File: src/rtl/uart_cmd_decoder_pkg.sv
// Shared definitions for the UART command decoder: command codes, operand
// addresses and the frame-parser state encoding.
package uart_cmd_decoder_pkg;

   localparam logic [7:0] CMD_RF_WR   = 8'hAA;
   localparam logic [7:0] CMD_RF_RD   = 8'hBB;
   localparam logic [7:0] CMD_ALU_OP  = 8'hCC;
   localparam logic [7:0] CMD_ALU_NOP = 8'hDD;

   localparam int OPA_ADDR = 0;
   localparam int OPB_ADDR = 1;

   typedef enum logic [3:0] {
      ST_IDLE     = 4'd0,
      ST_WR_ADDR  = 4'd1,
      ST_WR_DATA  = 4'd2,
      ST_RD_ADDR  = 4'd3,
      ST_RD_WAIT  = 4'd4,
      ST_OP_A     = 4'd5,
      ST_OP_B     = 4'd6,
      ST_ALU_FUN  = 4'd7,
      ST_ALU_WAIT = 4'd8,
      ST_RSP_LO   = 4'd9,
      ST_RSP_HI   = 4'd10,
      ST_RSP_RD   = 4'd11
   } state_t;

   // States that consume frame bytes; every other state discards incoming bytes.
   function automatic logic is_frame_state(input state_t s);
      return (s == ST_IDLE)    || (s == ST_WR_ADDR) || (s == ST_WR_DATA) ||
             (s == ST_RD_ADDR) || (s == ST_OP_A)    || (s == ST_OP_B)    ||
             (s == ST_ALU_FUN);
   endfunction

endpackage

File: src/rtl/uart_cmd_rsp_mux.sv
// Serialises a latched 1- or 2-byte result onto the response valid/ready
// handshake, low byte first.
module uart_cmd_rsp_mux #(
   parameter int DATA_WIDTH = 8
) (
   input  logic                    i_clk,
   input  logic                    i_reset,
   input  logic                    i_load,
   input  logic                    i_two,
   input  logic [2*DATA_WIDTH-1:0] i_data,
   input  logic                    i_ready,
   output logic [DATA_WIDTH-1:0]   o_data,
   output logic                    o_vld
);

   logic                  r_vld;
   logic                  r_hi_pend;
   logic [DATA_WIDTH-1:0] r_data;
   logic [DATA_WIDTH-1:0] r_hi;

   logic                  w_vld;
   logic                  w_hi_pend;
   logic [DATA_WIDTH-1:0] w_data;
   logic [DATA_WIDTH-1:0] w_hi;

   always_comb begin
      w_vld     = r_vld;
      w_hi_pend = r_hi_pend;
      w_data    = r_data;
      w_hi      = r_hi;
      if (i_load) begin
         w_vld     = 1'b1;
         w_data    = i_data[DATA_WIDTH-1:0];
         w_hi      = i_data[2*DATA_WIDTH-1:DATA_WIDTH];
         w_hi_pend = i_two;
      end else if (r_vld && i_ready) begin
         if (r_hi_pend) begin
            w_data    = r_hi;
            w_hi_pend = 1'b0;
         end else begin
            w_vld = 1'b0;
         end
      end
   end

   always_ff @(posedge i_clk or negedge i_reset) begin
      if (!i_reset) begin
         r_vld     <= 1'b0;
         r_hi_pend <= 1'b0;
         r_data    <= '0;
         r_hi      <= '0;
      end else begin
         r_vld     <= w_vld;
         r_hi_pend <= w_hi_pend;
         r_data    <= w_data;
         r_hi      <= w_hi;
      end
   end

   assign o_vld  = r_vld;
   assign o_data = r_data;

endmodule

File: src/rtl/uart_cmd_decoder.sv
// Parses command frames from the UART receive path and dispatches register-file
// and ALU operations; results return through uart_cmd_rsp_mux.
//
// state    | meaning
// IDLE     | waiting for a command byte
// WR_ADDR  | RF write: expecting address      WR_DATA  | RF write: expecting data
// RD_ADDR  | RF read: expecting address       RD_WAIT  | waiting for rf_rd_vld
// OP_A     | expecting operand A              OP_B     | expecting operand B
// ALU_FUN  | expecting ALU function code      ALU_WAIT | waiting for alu_out_vld
// RSP_LO   | sending ALU result low byte      RSP_HI   | sending ALU result high byte
// RSP_RD   | sending RF read byte
module uart_cmd_decoder
   import uart_cmd_decoder_pkg::*;
#(
   parameter int DATA_WIDTH   = 8,
   parameter int ADDR_WIDTH   = 4,
   parameter int FUN_WIDTH    = 4,
   parameter int WAIT_TIMEOUT = 255
) (
   input  logic                    i_clk,
   input  logic                    i_reset,
   input  logic [DATA_WIDTH-1:0]   i_rx_data,
   input  logic                    i_rx_vld,
   input  logic                    i_rx_err,
   output logic [ADDR_WIDTH-1:0]   o_rf_addr,
   output logic [DATA_WIDTH-1:0]   o_rf_wr_data,
   output logic                    o_rf_wr_en,
   output logic                    o_rf_rd_en,
   input  logic [DATA_WIDTH-1:0]   i_rf_rd_data,
   input  logic                    i_rf_rd_vld,
   output logic [FUN_WIDTH-1:0]    o_alu_fun,
   output logic                    o_alu_en,
   output logic                    o_alu_clk_en,
   input  logic [2*DATA_WIDTH-1:0] i_alu_out,
   input  logic                    i_alu_out_vld,
   output logic [DATA_WIDTH-1:0]   o_rsp_data,
   output logic                    o_rsp_vld,
   input  logic                    i_rsp_ready,
   output logic                    o_drop
);

   localparam int CNT_W = $clog2(WAIT_TIMEOUT + 1);

   state_t                  r_state;
   logic [CNT_W-1:0]        r_cnt;
   logic [ADDR_WIDTH-1:0]   r_rf_addr;
   logic [DATA_WIDTH-1:0]   r_rf_wr_data;
   logic                    r_rf_wr_en;
   logic                    r_rf_rd_en;
   logic [FUN_WIDTH-1:0]    r_alu_fun;
   logic                    r_alu_en;
   logic                    r_alu_clk_en;
   logic                    r_drop;
   logic [2*DATA_WIDTH-1:0] r_result;
   logic                    r_rsp_load;
   logic                    r_rsp_two;

   state_t                  w_state;
   logic [CNT_W-1:0]        w_cnt;
   logic [CNT_W-1:0]        w_cnt_inc;
   logic                    w_expired;
   logic [ADDR_WIDTH-1:0]   w_rf_addr;
   logic [DATA_WIDTH-1:0]   w_rf_wr_data;
   logic                    w_rf_wr_en;
   logic                    w_rf_rd_en;
   logic [FUN_WIDTH-1:0]    w_alu_fun;
   logic                    w_alu_en;
   logic                    w_alu_clk_en;
   logic                    w_drop;
   logic [2*DATA_WIDTH-1:0] w_result;
   logic                    w_rsp_load;
   logic                    w_rsp_two;
   logic                    w_rsp_hs;
   logic [DATA_WIDTH-1:0]   w_rsp_data;
   logic                    w_rsp_vld;

   always_comb begin
      w_state      = r_state;
      w_cnt        = r_cnt;
      w_rf_addr    = r_rf_addr;
      w_rf_wr_data = r_rf_wr_data;
      w_rf_wr_en   = 1'b0;
      w_rf_rd_en   = 1'b0;
      w_alu_fun    = r_alu_fun;
      w_alu_en     = 1'b0;
      w_alu_clk_en = r_alu_clk_en;
      w_drop       = 1'b0;
      w_result     = r_result;
      w_rsp_load   = 1'b0;
      w_rsp_two    = r_rsp_two;
      w_cnt_inc    = r_cnt + 1'b1;
      w_expired    = (w_cnt_inc == CNT_W'(WAIT_TIMEOUT));
      w_rsp_hs     = w_rsp_vld & i_rsp_ready;

      case (r_state)
         ST_RD_WAIT: begin
            w_cnt = w_cnt_inc;
            if (i_rf_rd_vld) begin
               w_result   = {{DATA_WIDTH{1'b0}}, i_rf_rd_data};
               w_rsp_load = 1'b1;
               w_rsp_two  = 1'b0;
               w_state    = ST_RSP_RD;
            end else if (w_expired) begin
               w_drop  = 1'b1;
               w_state = ST_IDLE;
            end
         end
         ST_ALU_WAIT: begin
            w_cnt = w_cnt_inc;
            if (i_alu_out_vld) begin
               w_result     = i_alu_out;
               w_rsp_load   = 1'b1;
               w_rsp_two    = 1'b1;
               w_alu_clk_en = 1'b0;
               w_state      = ST_RSP_LO;
            end else if (w_expired) begin
               w_drop       = 1'b1;
               w_alu_clk_en = 1'b0;
               w_state      = ST_IDLE;
            end
         end
         ST_RSP_RD: if (w_rsp_hs) w_state = ST_IDLE;
         ST_RSP_LO: if (w_rsp_hs) w_state = ST_RSP_HI;
         ST_RSP_HI: if (w_rsp_hs) w_state = ST_IDLE;
         default: begin
            if (i_rx_vld && i_rx_err) begin
               w_drop       = 1'b1;
               w_alu_clk_en = 1'b0;
               w_state      = ST_IDLE;
            end else if (i_rx_vld) begin
               case (r_state)
                  ST_IDLE: begin
                     if (i_rx_data == DATA_WIDTH'(CMD_RF_WR)) begin
                        w_state = ST_WR_ADDR;
                     end else if (i_rx_data == DATA_WIDTH'(CMD_RF_RD)) begin
                        w_state = ST_RD_ADDR;
                     end else if (i_rx_data == DATA_WIDTH'(CMD_ALU_OP)) begin
                        w_state      = ST_OP_A;
                        w_alu_clk_en = 1'b1;
                     end else if (i_rx_data == DATA_WIDTH'(CMD_ALU_NOP)) begin
                        w_state      = ST_ALU_FUN;
                        w_alu_clk_en = 1'b1;
                     end else begin
                        w_drop = 1'b1;
                     end
                  end
                  ST_WR_ADDR: begin
                     w_rf_addr = i_rx_data[ADDR_WIDTH-1:0];
                     w_state   = ST_WR_DATA;
                  end
                  ST_WR_DATA: begin
                     w_rf_wr_data = i_rx_data;
                     w_rf_wr_en   = 1'b1;
                     w_state      = ST_IDLE;
                  end
                  ST_RD_ADDR: begin
                     w_rf_addr  = i_rx_data[ADDR_WIDTH-1:0];
                     w_rf_rd_en = 1'b1;
                     w_cnt      = '0;
                     w_state    = ST_RD_WAIT;
                  end
                  ST_OP_A: begin
                     w_rf_addr    = ADDR_WIDTH'(OPA_ADDR);
                     w_rf_wr_data = i_rx_data;
                     w_rf_wr_en   = 1'b1;
                     w_state      = ST_OP_B;
                  end
                  ST_OP_B: begin
                     w_rf_addr    = ADDR_WIDTH'(OPB_ADDR);
                     w_rf_wr_data = i_rx_data;
                     w_rf_wr_en   = 1'b1;
                     w_state      = ST_ALU_FUN;
                  end
                  ST_ALU_FUN: begin
                     w_alu_fun = i_rx_data[FUN_WIDTH-1:0];
                     w_alu_en  = 1'b1;
                     w_cnt     = '0;
                     w_state   = ST_ALU_WAIT;
                  end
                  default: w_state = ST_IDLE;
               endcase
            end
         end
      endcase

      // Waiting and responding states never consume bytes.
      if (i_rx_vld && !is_frame_state(r_state)) w_drop = 1'b1;
   end

   always_ff @(posedge i_clk or negedge i_reset) begin
      if (!i_reset) begin
         r_state      <= ST_IDLE;
         r_cnt        <= '0;
         r_rf_addr    <= '0;
         r_rf_wr_data <= '0;
         r_rf_wr_en   <= 1'b0;
         r_rf_rd_en   <= 1'b0;
         r_alu_fun    <= '0;
         r_alu_en     <= 1'b0;
         r_alu_clk_en <= 1'b0;
         r_drop       <= 1'b0;
         r_result     <= '0;
         r_rsp_load   <= 1'b0;
         r_rsp_two    <= 1'b0;
      end else begin
         r_state      <= w_state;
         r_cnt        <= w_cnt;
         r_rf_addr    <= w_rf_addr;
         r_rf_wr_data <= w_rf_wr_data;
         r_rf_wr_en   <= w_rf_wr_en;
         r_rf_rd_en   <= w_rf_rd_en;
         r_alu_fun    <= w_alu_fun;
         r_alu_en     <= w_alu_en;
         r_alu_clk_en <= w_alu_clk_en;
         r_drop       <= w_drop;
         r_result     <= w_result;
         r_rsp_load   <= w_rsp_load;
         r_rsp_two    <= w_rsp_two;
      end
   end

   uart_cmd_rsp_mux #(
      .DATA_WIDTH (DATA_WIDTH)
   ) u_rsp_mux (
      .i_clk   (i_clk),
      .i_reset (i_reset),
      .i_load  (r_rsp_load),
      .i_two   (r_rsp_two),
      .i_data  (r_result),
      .i_ready (i_rsp_ready),
      .o_data  (w_rsp_data),
      .o_vld   (w_rsp_vld)
   );

   assign o_rf_addr    = r_rf_addr;
   assign o_rf_wr_data = r_rf_wr_data;
   assign o_rf_wr_en   = r_rf_wr_en;
   assign o_rf_rd_en   = r_rf_rd_en;
   assign o_alu_fun    = r_alu_fun;
   assign o_alu_en     = r_alu_en;
   assign o_alu_clk_en = r_alu_clk_en;
   assign o_drop       = r_drop;
   assign o_rsp_data   = w_rsp_data;
   assign o_rsp_vld    = w_rsp_vld;

endmodule

File: config.mk
export PLATFORM = sky130hd
export DESIGN_NAME = uart_cmd_decoder
export DESIGN_NICKNAME = d
export VERILOG_FILES = /design/src/rtl/uart_cmd_decoder_pkg.sv /design/src/rtl/uart_cmd_rsp_mux.sv /design/src/rtl/uart_cmd_decoder.sv
export SDC_FILE = /design/constraint.sdc
export NUM_CORES = 1
export LEC_CHECK = 0
export CAP_MARGIN = 20
export CELL_PAD_IN_SITES_DETAIL_PLACEMENT = 1
export CELL_PAD_IN_SITES_GLOBAL_PLACEMENT = 1
export CORE_MARGIN = 2
export CORE_UTILIZATION = 43
export DETAILED_ROUTE_END_ITERATION = 10
export PLACE_DENSITY = 0.95
export SLEW_MARGIN = 20
export SYNTH_ARGS = -nofsm -noshare
export SYNTH_HDL_FRONTEND = slang
export SYNTH_SLANG_ARGS = --single-unit
File: constraint.sdc
create_clock -name i_clk -period 4.5 [get_ports i_clk]
set_input_delay 1.35 -clock i_clk [delete_from_list [all_inputs] [get_ports i_clk]]
set_output_delay 1.35 -clock i_clk [all_outputs]
set_load 0.02 [all_outputs]
## Yosys cells after proc, flatten, opt, wreduce, memory -nomap -nowiden

Cells that the tools add are included.

- Input bits: 39
- Bits in registers: 69
- Output and inout bits: 30
- Word-level logic and storage cells: 156

- Reductions and logical operators: 38
- Add/sub/neg operators: 1
- Bitwise operators: 5
- Equality and inequality tests: 26
- Mux-type cells: 69

Operator list:

| cell | number |
|---|---|
| 8-bit two-way mux | 6 |
| 4-bit two-way mux | 11 |
| 1-bit two-way mux | 41 |
| 8-bit equality test (second input constant) | 5 |
| 16-bit two-way mux | 2 |
| 16-bit case mux with 2 select lines | 1 |
| 4-bit case mux with 6 select lines | 1 |
| 4-bit AND reduction | 5 |
| 4-bit by 3-bit equality test with 1-bit output (second input constant) | 4 |
| 4-bit equality test (second input constant) | 4 |
| 4-bit case mux with 4 select lines | 1 |
| 8-bit case mux with 2 select lines | 1 |
| 4-bit case mux with 3 select lines | 1 |
| 10-bit by 7-bit inequality test with 1-bit output (second input constant) | 1 |
| 2-bit inequality test (second input constant) | 5 |
| 2-bit nonzero test | 5 |
| 3-bit nonzero test | 3 |
| 8-bit by 1-bit adder with 8-bit output (second input constant) | 1 |
| 4-bit by 2-bit equality test with 1-bit output (second input constant) | 2 |
| 2-bit OR reduction | 4 |
| 7-bit AND reduction | 1 |
| 1-bit logical OR | 6 |
| 3-bit by 2-bit inequality test with 1-bit output (second input constant) | 2 |
| 1-bit case mux with 2 select lines | 3 |
| other kinds (16) | 23 |

## Logic depth before layout (Yosys ltp)

Gate-level depths: netlist (run 1).

- Depth in word-level cells: 10
- Depth in mapped cells: 7
- Depth with buffers taken out: 6

## Hierarchy

Synthesis (run 1) repeated with hierarchy kept, for this count alone.

- Cell total of the unflattened synthesis: 314
- Area total of the unflattened synthesis: 3,418.3 µm²

Modules (own cells, without submodules):

| module | area an instance (µm²) | cells an instance | times used | sequential area each (µm²) |
|---|---|---|---|---|
| uart_cmd_decoder | 2,621.3 | 244 | 1 | 1,276.2 |
| uart_cmd_rsp_mux | 797.0 | 70 | 1 | 450.4 |

## Least setup slack after synthesis (run 1)

Ideal clock, no wire load.

- Kind: input to register
- Start point: in i_rx_data[2]
- End point: reg r_state[1]
- Stages: 5
- Library setup time: 0.131 ns
- Path slack: 1.979 ns
- Data arrival time: 2.390 ns
- Path buffers: 0
- Cell sequence: nor4bb_1 -> o2111ai_1 -> a221o_1 -> a31oi_1 -> a31oi_1

- Longest elaborated chain between the ends: 8
- Elaborated cells between the ends (all ways): 13
- Classes of those cells: 5 x eq/ne; 7 x mux; 1 x reduce/logical

Ends and longest elaborated chain:

| what | RTL line | RTL |
|---|---|---|
| from (decl) | uart_cmd_decoder.sv:22 | `input logic [DATA_WIDTH-1:0] i_rx_data,` |
| 8-bit equality test | uart_cmd_decoder.sv:137 | `end else if (i_rx_data == DATA_WIDTH'(CMD_ALU_OP)) begin` |
| 4-bit two-way mux | uart_cmd_decoder.sv:137 |  |
| 4-bit two-way mux | uart_cmd_decoder.sv:135 | `end else if (i_rx_data == DATA_WIDTH'(CMD_RF_RD)) begin` |
| 4-bit two-way mux | uart_cmd_decoder.sv:133 | `if (i_rx_data == DATA_WIDTH'(CMD_RF_WR)) begin` |
| 4-bit case mux with 6 select lines | uart_cmd_decoder.sv:131 | `case (r_state)` |
| 4-bit two-way mux | uart_cmd_decoder.sv:130 | `end else if (i_rx_vld) begin` |
| 4-bit two-way mux | uart_cmd_decoder.sv:126 | `if (i_rx_vld && i_rx_err) begin` |
| 4-bit case mux with 4 select lines | uart_cmd_decoder.sv:95 | `case (r_state)` |
| to (signal assigned) | uart_cmd_decoder.sv:206 | `r_state <= w_state;` |
| to (decl) | uart_cmd_decoder.sv:44 | `state_t r_state;` |

Parallel ways exist; a longest one is shown, timed or not. The select of a mux whose other input is x is not followed.
A chain may end at the register's enable or synchronous reset.

## Worst setup path after layout (run 1)

- Start point: in i_rx_data[1]
- End point: reg r_alu_clk_en (netlist: o_alu_clk_en)

- Longest elaborated chain between the ends: 8
- Elaborated cells between the ends (all ways): 15
- Classes of those cells: 6 x eq/ne; 7 x mux; 2 x reduce/logical

Ends and longest elaborated chain:

| what | RTL line | RTL |
|---|---|---|
| 8-bit equality test | uart_cmd_decoder.sv:137 |  |
| 1-bit two-way mux | uart_cmd_decoder.sv:137 |  |
| 1-bit two-way mux | uart_cmd_decoder.sv:135 |  |
| 1-bit two-way mux | uart_cmd_decoder.sv:133 |  |
| 1-bit two-way mux | uart_cmd_decoder.sv:131 |  |
| 1-bit two-way mux | uart_cmd_decoder.sv:130 |  |
| 1-bit two-way mux | uart_cmd_decoder.sv:126 |  |
| 1-bit case mux with 2 select lines | uart_cmd_decoder.sv:95 |  |
| to (signal assigned) | uart_cmd_decoder.sv:214 | `r_alu_clk_en <= w_alu_clk_en;` |
| to (decl) | uart_cmd_decoder.sv:52 | `logic r_alu_clk_en;` |

Parallel ways exist; a longest one is shown, timed or not. The select of a mux whose other input is x is not followed.

==> results of run 1 <==
==> routing by layer <==
metal / global-route usage, % / up-vias
li1: - / 1214
met1: 27.3 / 1347
met2: 41.3 / 87
met3: 4.98 / 17
met4: 8.84 / 0
met5: 0 / -
==> sequential cells by signal (all words and copies together) (netlist names) <==
register	count
r_result	16
o_rf_wr_en	1
o_drop	1
r_cnt	8
o_alu_en	1
u_rsp_mux.o_data	8
o_alu_clk_en	1
r_rsp_load	1
o_rf_addr	4
o_rf_wr_data	8
r_state	4
r_rsp_two	1
o_alu_fun	4
u_rsp_mux.r_hi_pend	1
o_rf_rd_en	1
u_rsp_mux.r_hi	8
u_rsp_mux.o_vld	1
==> worst paths after layout <==
check | end | slack [ps] | depth (start not counted)
max | o_alu_clk_en | 1380 | 6
min | o_rf_wr_data[1] | 490 | 1
max reg2reg | r_cnt[5] | 2220 | 5
min reg2reg | o_rf_wr_data[1] | 490 | 1
max in group asynchronous | r_cnt[0] | 2880 | 2
min in group asynchronous | u_rsp_mux.o_data[0] | 970 | 1
==> cells by family (layout without fill, tap and decap cells) <==
family	Yosys count	after routing	share of synthesized area [%]
AND/OR/NAND/NOR	81	81	12.6
buffers and inverters	21	95	2.69
XOR/XNOR	6	6	1.61
adder cells (fa/ha/maj)	2	2	0.768
flip-flops	69	69	53.0
multiplexers	37	37	12.1
AO/OA/AOI/OAI	82	82	17.2
==> synthesized netlist by cell type (all sizes together) (2+ instances only) <==
cell,instances,area [sq um]
a21oi,11,55.1
and2,3,18.8
nor3,3,15.0
buf,7,35.0
dfrtp,69,1730
nor2,10,37.5
a21o,4,30.0
xor2,3,26.3
nor2b,5,31.3
mux2,20,225
mux2i,17,170
o21ai,34,174
a22o,8,70.1
nor4bb,2,20.0
nand3,7,40.0
a31oi,3,18.8
o21a,3,22.5
inv,8,30.0
o31ai,5,37.5
ha,2,25.0
and3,2,12.5
nand2b,6,37.5
clkbuf,6,22.5
and3b,2,17.5
o211ai,3,36.3
nand2,36,135
xnor2,3,26.3
==> per-stage QoR <==
stage | hold slack, ps | worst slack, ps | utilization [%] | power, uW | area [sq um]
final | 488 | 1380 | 57.7 | 2530 | 4210
after detailed placement | 474 | 1140 | 55.4 | 2100 | 4040
after CTS | 494 | 1400 | 57.7 | 2540 | 4210
after floorplan | 448 | 1980 | - | 1650 | 3260
after global routing | 514 | 1200 | 57.7 | 2700 | 4210
after global placement | 460 | 1220 | 55.2 | 2010 | 4020
==> worst reg2reg max path, stage by stage, from the launching register on <==
cell and delay, ps:
sky130_fd_sc_hd__dfrtp_1 680, sky130_fd_sc_hd__nor2b_1 200, sky130_fd_sc_hd__o21ai_1 690, sky130_fd_sc_hd__o21a_1 410, sky130_fd_sc_hd__o21ai_1 120, sky130_fd_sc_hd__o41ai_1 70
==> power by group through the flow <==
stage | clock network, uW | logic [uW] | registers, uW
floorplan | 0 | 523 | 1130
global placement | 0 | 943 | 1070
detailed placement | 0 | 997 | 1100
CTS | 450 | 1010 | 1090
global route | 484 | 1090 | 1130
finish | 441 | 999 | 1090
==> final cells by class <==
cell class / instances / area [sq um]
repair buffers: 72 / 718
well taps: 99 / 124
inverters: 8 / 30.0
multi-input cells: 208 / 1440
clock inverters: 4 / 25.0
fillers: 822 / 3080
flip-flops and latches: 69 / 1730
clock buffers: 11 / 141
==> flow_summary_export.csv, run 1 <==
group,metric,value,unit
setup_path,critical-path-max-stage-delay,570,ps
sta,fin_setup_tns,0,ps
sta,final_hold_viol_count,0,
logic_synthesis,synth-main-ff-cell,"sky130_fd_sc_hd__dfrtp_1",
clock_tree,postCtsSetupRepairBufs,0,
logic_synthesis,number_of_distinct_library_cells_after_synthesis,49,
logic_synthesis,ys_ff_latch,69,
worst_hold_path,worstHoldPathType,"flip-flop to flip-flop",
setup_path,setup.worst_path.start_class,"primary input",
floorplan,initial_core_util,44.7,%
clock_tree,clock_sinks,69,
sta,finalWorstPathRequiredPeriod,3120,ps
setup_path,setup_crit_end_kind,"flip-flop",
logic_synthesis,async_reset_ff_share,100,%
floorplan,fp.dieArea,0.00829,sq mm
sta,max_clock_freq,320,MHz
setup_path,crit_path_max_delay_family,"simple AND/OR/NAND/NOR gates",
placed_design,gp_congestion,0.880,
logic_synthesis,synth.net_count,339,
clock_tree,cts_hold_repair.buffers,0,
sta,layout_worst_path_cycle_share,69.4,%
drt,via_per_inst,5.66,
drt,dr.max_layer_used,"met4",
power_and_ir_drop,total_leakage_power,0.00183,uW
logic_synthesis,synth_instances,298,
clock_tree,worst_skew_pair.late_latency,340,ps
setup_path,path_class,"primary input to flip-flop",
cells_and_area,mostFrequentLayoutCell,"sky130_fd_sc_hd__dfrtp_1",
cells_and_area,insertedDiodeCount,0,
clock_tree,cts_tree,"built",
clock_tree,cts.root.buffer_cell,"sky130_fd_sc_hd__clkbuf_8",
drt,drt-met1-wl,3660,um
drt,detail_route.wl_per_cell,19.0,um
logic_synthesis,yosysWarnings,0,
sta,setup-violations-final,0,
power_and_ir_drop,combinational_group_share_of_total_power,39.6,%
setup_path,critical_path_required,4720,ps
power_and_ir_drop,ir_worst_vdd,0.000342,V
grt,grt_first_pass_wirelength,15000,um
floorplan,std_cell_rows,31,
drt,detailroute.wirelength.met3,450,um
power_and_ir_drop,share_seq_of_total_power,43.0,%
job,cap_viol_max_count,0,
grt,grt_start_max_net_pins,31,
worst_hold_path,hp-start,"o_rf_wr_data[1]",
grt,vias_in_the_first_global_route,2896,
floorplan,die_height,91.0,um
floorplan,floorplan.die.width,91.0,um
logic_synthesis,synth_enable_flop_cells,0,
floorplan,fp.coreArea,0.00729,sq mm
drt,drc,0,
power_and_ir_drop,intPower,1560,uW
grt,total_global_routing_track_utilization,23.2,%
power_and_ir_drop,clock_power_share,17.5,%
setup_path,crit_path_max_fanout,5,
grt,grt_remaining_overflow,0,
clock_tree,path_clk_slew,70,ps
setup_path,critical_register_to_register_path_startpoint,"r_state[2]",
power_and_ir_drop,switchingPower,971,uW
clock_tree,cts.path.max_buffers,2,
drt,first_iter_violations,123,
logic_synthesis,synthesis.area_per_instance,10.9,sq um
drt,detail_route.wirelength,8960,um
cells_and_area,layout.nets,409,
sta,rsz_0062_raised_after_global_routing,"false",
logic_synthesis,mappedNetlistArea,0.00326,sq mm
clock_tree,cts_inserted_buffers,9,
setup_path,critical_path.startpoint,"i_rx_data[1]",
cells_and_area,fraction_of_layout_cells_with_a_size_suffix_above_1,10.2,%
cells_and_area,layout_common_cells,"sky130_fd_sc_hd__dfrtp_1 (69), sky130_fd_sc_hd__clkdlybuf4s50_1 (67), sky130_fd_sc_hd__nand2_1 (36)",
sta,timing_max_transition_violations_final,0,
drt,dr_wl_met2,4660,um
placed_design,post-dp-hpwl,6640,um
power_and_ir_drop,power.share.switching,38.4,%
run_status,status,"completed",
clock_tree,postCtsResizedCells,0,
logic_synthesis,synth.yosys.seq_area_share,53.0,%
setup_path,cp_num_buf_inv,1,
drt,final_antenna_net_count,0,
cells_and_area,fin_cells,471,
grt,antenna_found_initial,0,
setup_path,timing.critical_path.slowest_stage_cell,"sky130_fd_sc_hd__nor4bb_1",
sta,slew-limit-headroom,41.4,%
power_and_ir_drop,cellPowerDensity,600,mW/mm^2
drt,first_pass_iters,4,
placed_design,port_buffers,68,
drt,num_vias,2665,
clock_tree,ctsHtreeMaxLevel,3,
placed_design,placed_cells_incl_taps,456,
setup_path,arrival,3340,ps
sta,max_slew.worst_pin.slew,879,ps
floorplan,ioPinCount,69,
setup_path,path_cells,"clkdlybuf4s50_1 > nor4bb_1 > a41oi_1 > nor3_1 > mux2i_1 > o31ai_1",
sta,finClkSkew,7.25,ps
cells_and_area,synthToLayoutAreaGrowth,29.2,%
Note: power is estimated with default switching activity, not from simulation.
==> run 2: changes to the inputs <==
--- a/config.mk
+++ b/config.mk
@@ -9,9 +9,9 @@
 export CELL_PAD_IN_SITES_DETAIL_PLACEMENT = 1
 export CELL_PAD_IN_SITES_GLOBAL_PLACEMENT = 1
 export CORE_MARGIN = 2
-export CORE_UTILIZATION = 43
+export CORE_UTILIZATION = 40
 export DETAILED_ROUTE_END_ITERATION = 10
-export PLACE_DENSITY = 0.95
+export PLACE_DENSITY = 0.9
 export SLEW_MARGIN = 20
 export SYNTH_ARGS = -nofsm -noshare
 export SYNTH_HDL_FRONTEND = slang
==> constraint.sdc (replaced) <==
create_clock -name i_clk -period 3 [get_ports i_clk]
set_input_delay 0.9 -clock i_clk [delete_from_list [all_inputs] [get_ports i_clk]]
set_output_delay 0.9 -clock i_clk [all_outputs]
set_load 0.02 [all_outputs]
==> run 2 against run 1 <==
Global-route usage decreased by 0.89 points. First-iteration DRC count up 7.3%. Clock skew rose by 5.8 ps. Critical path type unchanged. Largest power group unchanged.
==> flow_summary_export.csv, run 2 (same netlist as run 1, synthesis figures left out) <==
group,metric,value,unit
setup_path,critical_register_to_register_path_startpoint,"r_state[2]",
floorplan,ioPinCount,69,
sta,setup-violations-final,0,
setup_path,critical_path.startpoint,"i_rx_data[1]",
setup_path,setup_crit_end_kind,"flip-flop",
clock_tree,worst_skew_pair.late_latency,350,ps
sta,rsz_0062_raised_after_global_routing,"false",
drt,first_iter_violations,132,
clock_tree,cts_hold_repair.buffers,0,
cells_and_area,max_flop_register,"r_result",
drt,num_vias,2662,
drt,dr.max_layer_used,"met4",
grt,grt_start_max_net_pins,28,
clock_tree,ctsHtreeMaxLevel,3,
setup_path,reg2regPathDepth,5,
setup_path,path_cells,"clkdlybuf4s50_1 > nor4bb_1 > o2111ai_1 > a221o_1 > a31oi_1 > a31oi_1",
grt,grt_first_pass_wirelength,15300,um
sta,layout_worst_path_cycle_share,86.8,%
setup_path,setup.worst_path.start_class,"primary input",
cells_and_area,fin_cells,479,
power_and_ir_drop,total_leakage_power,0.00187,uW
grt,grt_remaining_overflow,0,
cells_and_area,fraction_of_layout_cells_with_a_size_suffix_above_1,11.7,%
clock_tree,cts.root.buffer_cell,"sky130_fd_sc_hd__clkbuf_8",
setup_path,path_common_cell,"sky130_fd_sc_hd__a31oi_1",
cells_and_area,synthToLayoutAreaGrowth,31.5,%
setup_path,crit_path_max_fanout,5,
drt,dr_wl_met2,5010,um
cells_and_area,insertedDiodeCount,0,
clock_tree,postCtsResizedCells,0,
sta,max_clock_freq,384,MHz
sta,final_hold_viol_count,0,
floorplan,initial_core_util,41.7,%
run_status,status,"completed",
power_and_ir_drop,cellPowerDensity,929,mW/mm^2
floorplan,fp.coreArea,0.00781,sq mm
drt,drc,0,
setup_path,timing.critical_path.slowest_stage_cell,"sky130_fd_sc_hd__clkdlybuf4s50_1",
worst_hold_path,worstHoldPathType,"flip-flop to flip-flop",
setup_path,r2r_setup_slack,800,ps
sta,finalHoldWorstSlack,487,ps
sta,slew-limit-headroom,42.8,%
cells_and_area,post-route-cell-area,0.00429,sq mm
floorplan,floorplan.die.width,94.3,um
floorplan,die_height,94.3,um
cells_and_area,mostFrequentLayoutCell,"sky130_fd_sc_hd__dfrtp_1",
sta,timing_max_transition_violations_final,0,
power_and_ir_drop,ir_worst_vdd,0.000402,V
placed_design,placed_cells_incl_taps,463,
setup_path,critical-path-max-stage-delay,560,ps
setup_path,crit_path_end,"r_state[1]",
floorplan,std_cell_rows,32,
drt,final_antenna_net_count,0,
cells_and_area,largest_register_ffs,16,
sta,fin_setup_tns,0,ps
drt,detail_route.wirelength,9280,um
sta,finClkSkew,13.0,ps
drt,detail_route.wl_per_cell,19.4,um
clock_tree,cts_inserted_buffers,9,
grt,antenna_found_initial,0,
grt,total_global_routing_track_utilization,22.3,%
drt,drt-met1-wl,3740,um
setup_path,path_class,"primary input to flip-flop",
clock_tree,postCtsSetupRepairBufs,0,
clock_tree,clock_sinks,69,
setup_path,arrival,2810,ps
setup_path,capture_point_of_the_worst_reg_to_reg_path,"r_state[1]",
clock_tree,cts.path.max_buffers,2,
setup_path,critical_path_required,3200,ps
drt,first_pass_iters,4,
clock_tree,cts_tree,"built",
drt,detailroute.wirelength.met3,392,um
floorplan,fp.dieArea,0.00888,sq mm
sta,max_slew.worst_pin.slew,858,ps
job,cap_viol_max_count,0,
sta,finalWorstPathRequiredPeriod,2610,ps
grt,vias_in_the_first_global_route,2955,
drt,via_per_inst,5.56,
placed_design,port_buffers,68,
placed_design,gp_congestion,0.881,
cells_and_area,layout.nets,413,
clock_tree,path_clk_slew,90,ps
cells_and_area,layout_common_cells,"sky130_fd_sc_hd__dfrtp_1 (69), sky130_fd_sc_hd__clkdlybuf4s50_1 (67), sky130_fd_sc_hd__nand2_1 (36)",
placed_design,post_dp_cell_area,0.00408,sq mm
placed_design,post-dp-hpwl,6330,um
==> run 2: worst max-delay path, delay by kind of cell <==
kind / cells / cell delay [ps]
buffers and inverters: 1 / 560
AOI/OAI and AO/OA: 4 / 830
and+or+nand+nor: 1 / 520
==> run 2: cell type report <==
type                       instances  area [sq um]
clock buffer                      10           138
fill                             849          3520
tap                              102           128
clock inverter                     6          71.3
inverter                           8          30.0
timing repair buffer              76           748
multi-input combinational        208          1440
sequential                        69          1730
==> run 2: how the worst min path moves through the flow <==
stage	depth (start not counted)	endpoint	start
2_1_floorplan	1	r_cnt[7]	r_cnt[7]
3_3_place_gp	1	r_rsp_two	r_rsp_two
3_5_place_dp	2	u_rsp_mux.o_data[6]	r_result[6]
4_1_cts	2	u_rsp_mux.o_data[6]	r_result[6]
5_1_grt	2	r_result[6]	r_result[6]
6_report	2	u_rsp_mux.o_data[6]	r_result[6]
==> run 2: routing by layer <==
layer | track usage (%) | vias to the layer above
met2 | 40.8 | 87
met3 | 3.77 | 16
met1 | 26.2 | 1343
met5 | 0 | -
li1 | - | 1216
met4 | 7.61 | 0
==> run 2: power by group <==
group	leakage, uW	internal [uW]	switching (uW)
logic	0.000874	733	790
registers	0.000895	1300	357
clock network	0.0000991	412	390
total	0.00187	2440	1540
==> run 2: stage by stage <==
step | utilization [%] | setup slack [ps] | power, uW
finish | 54.9 | 395 | 3980
global route | 54.9 | 267 | 4220
CTS | 54.9 | 441 | 4000
detailed placement | 52.2 | 86.4 | 3150
global placement | 52.2 | 240 | 3050
floorplan | - | 929 | 2480
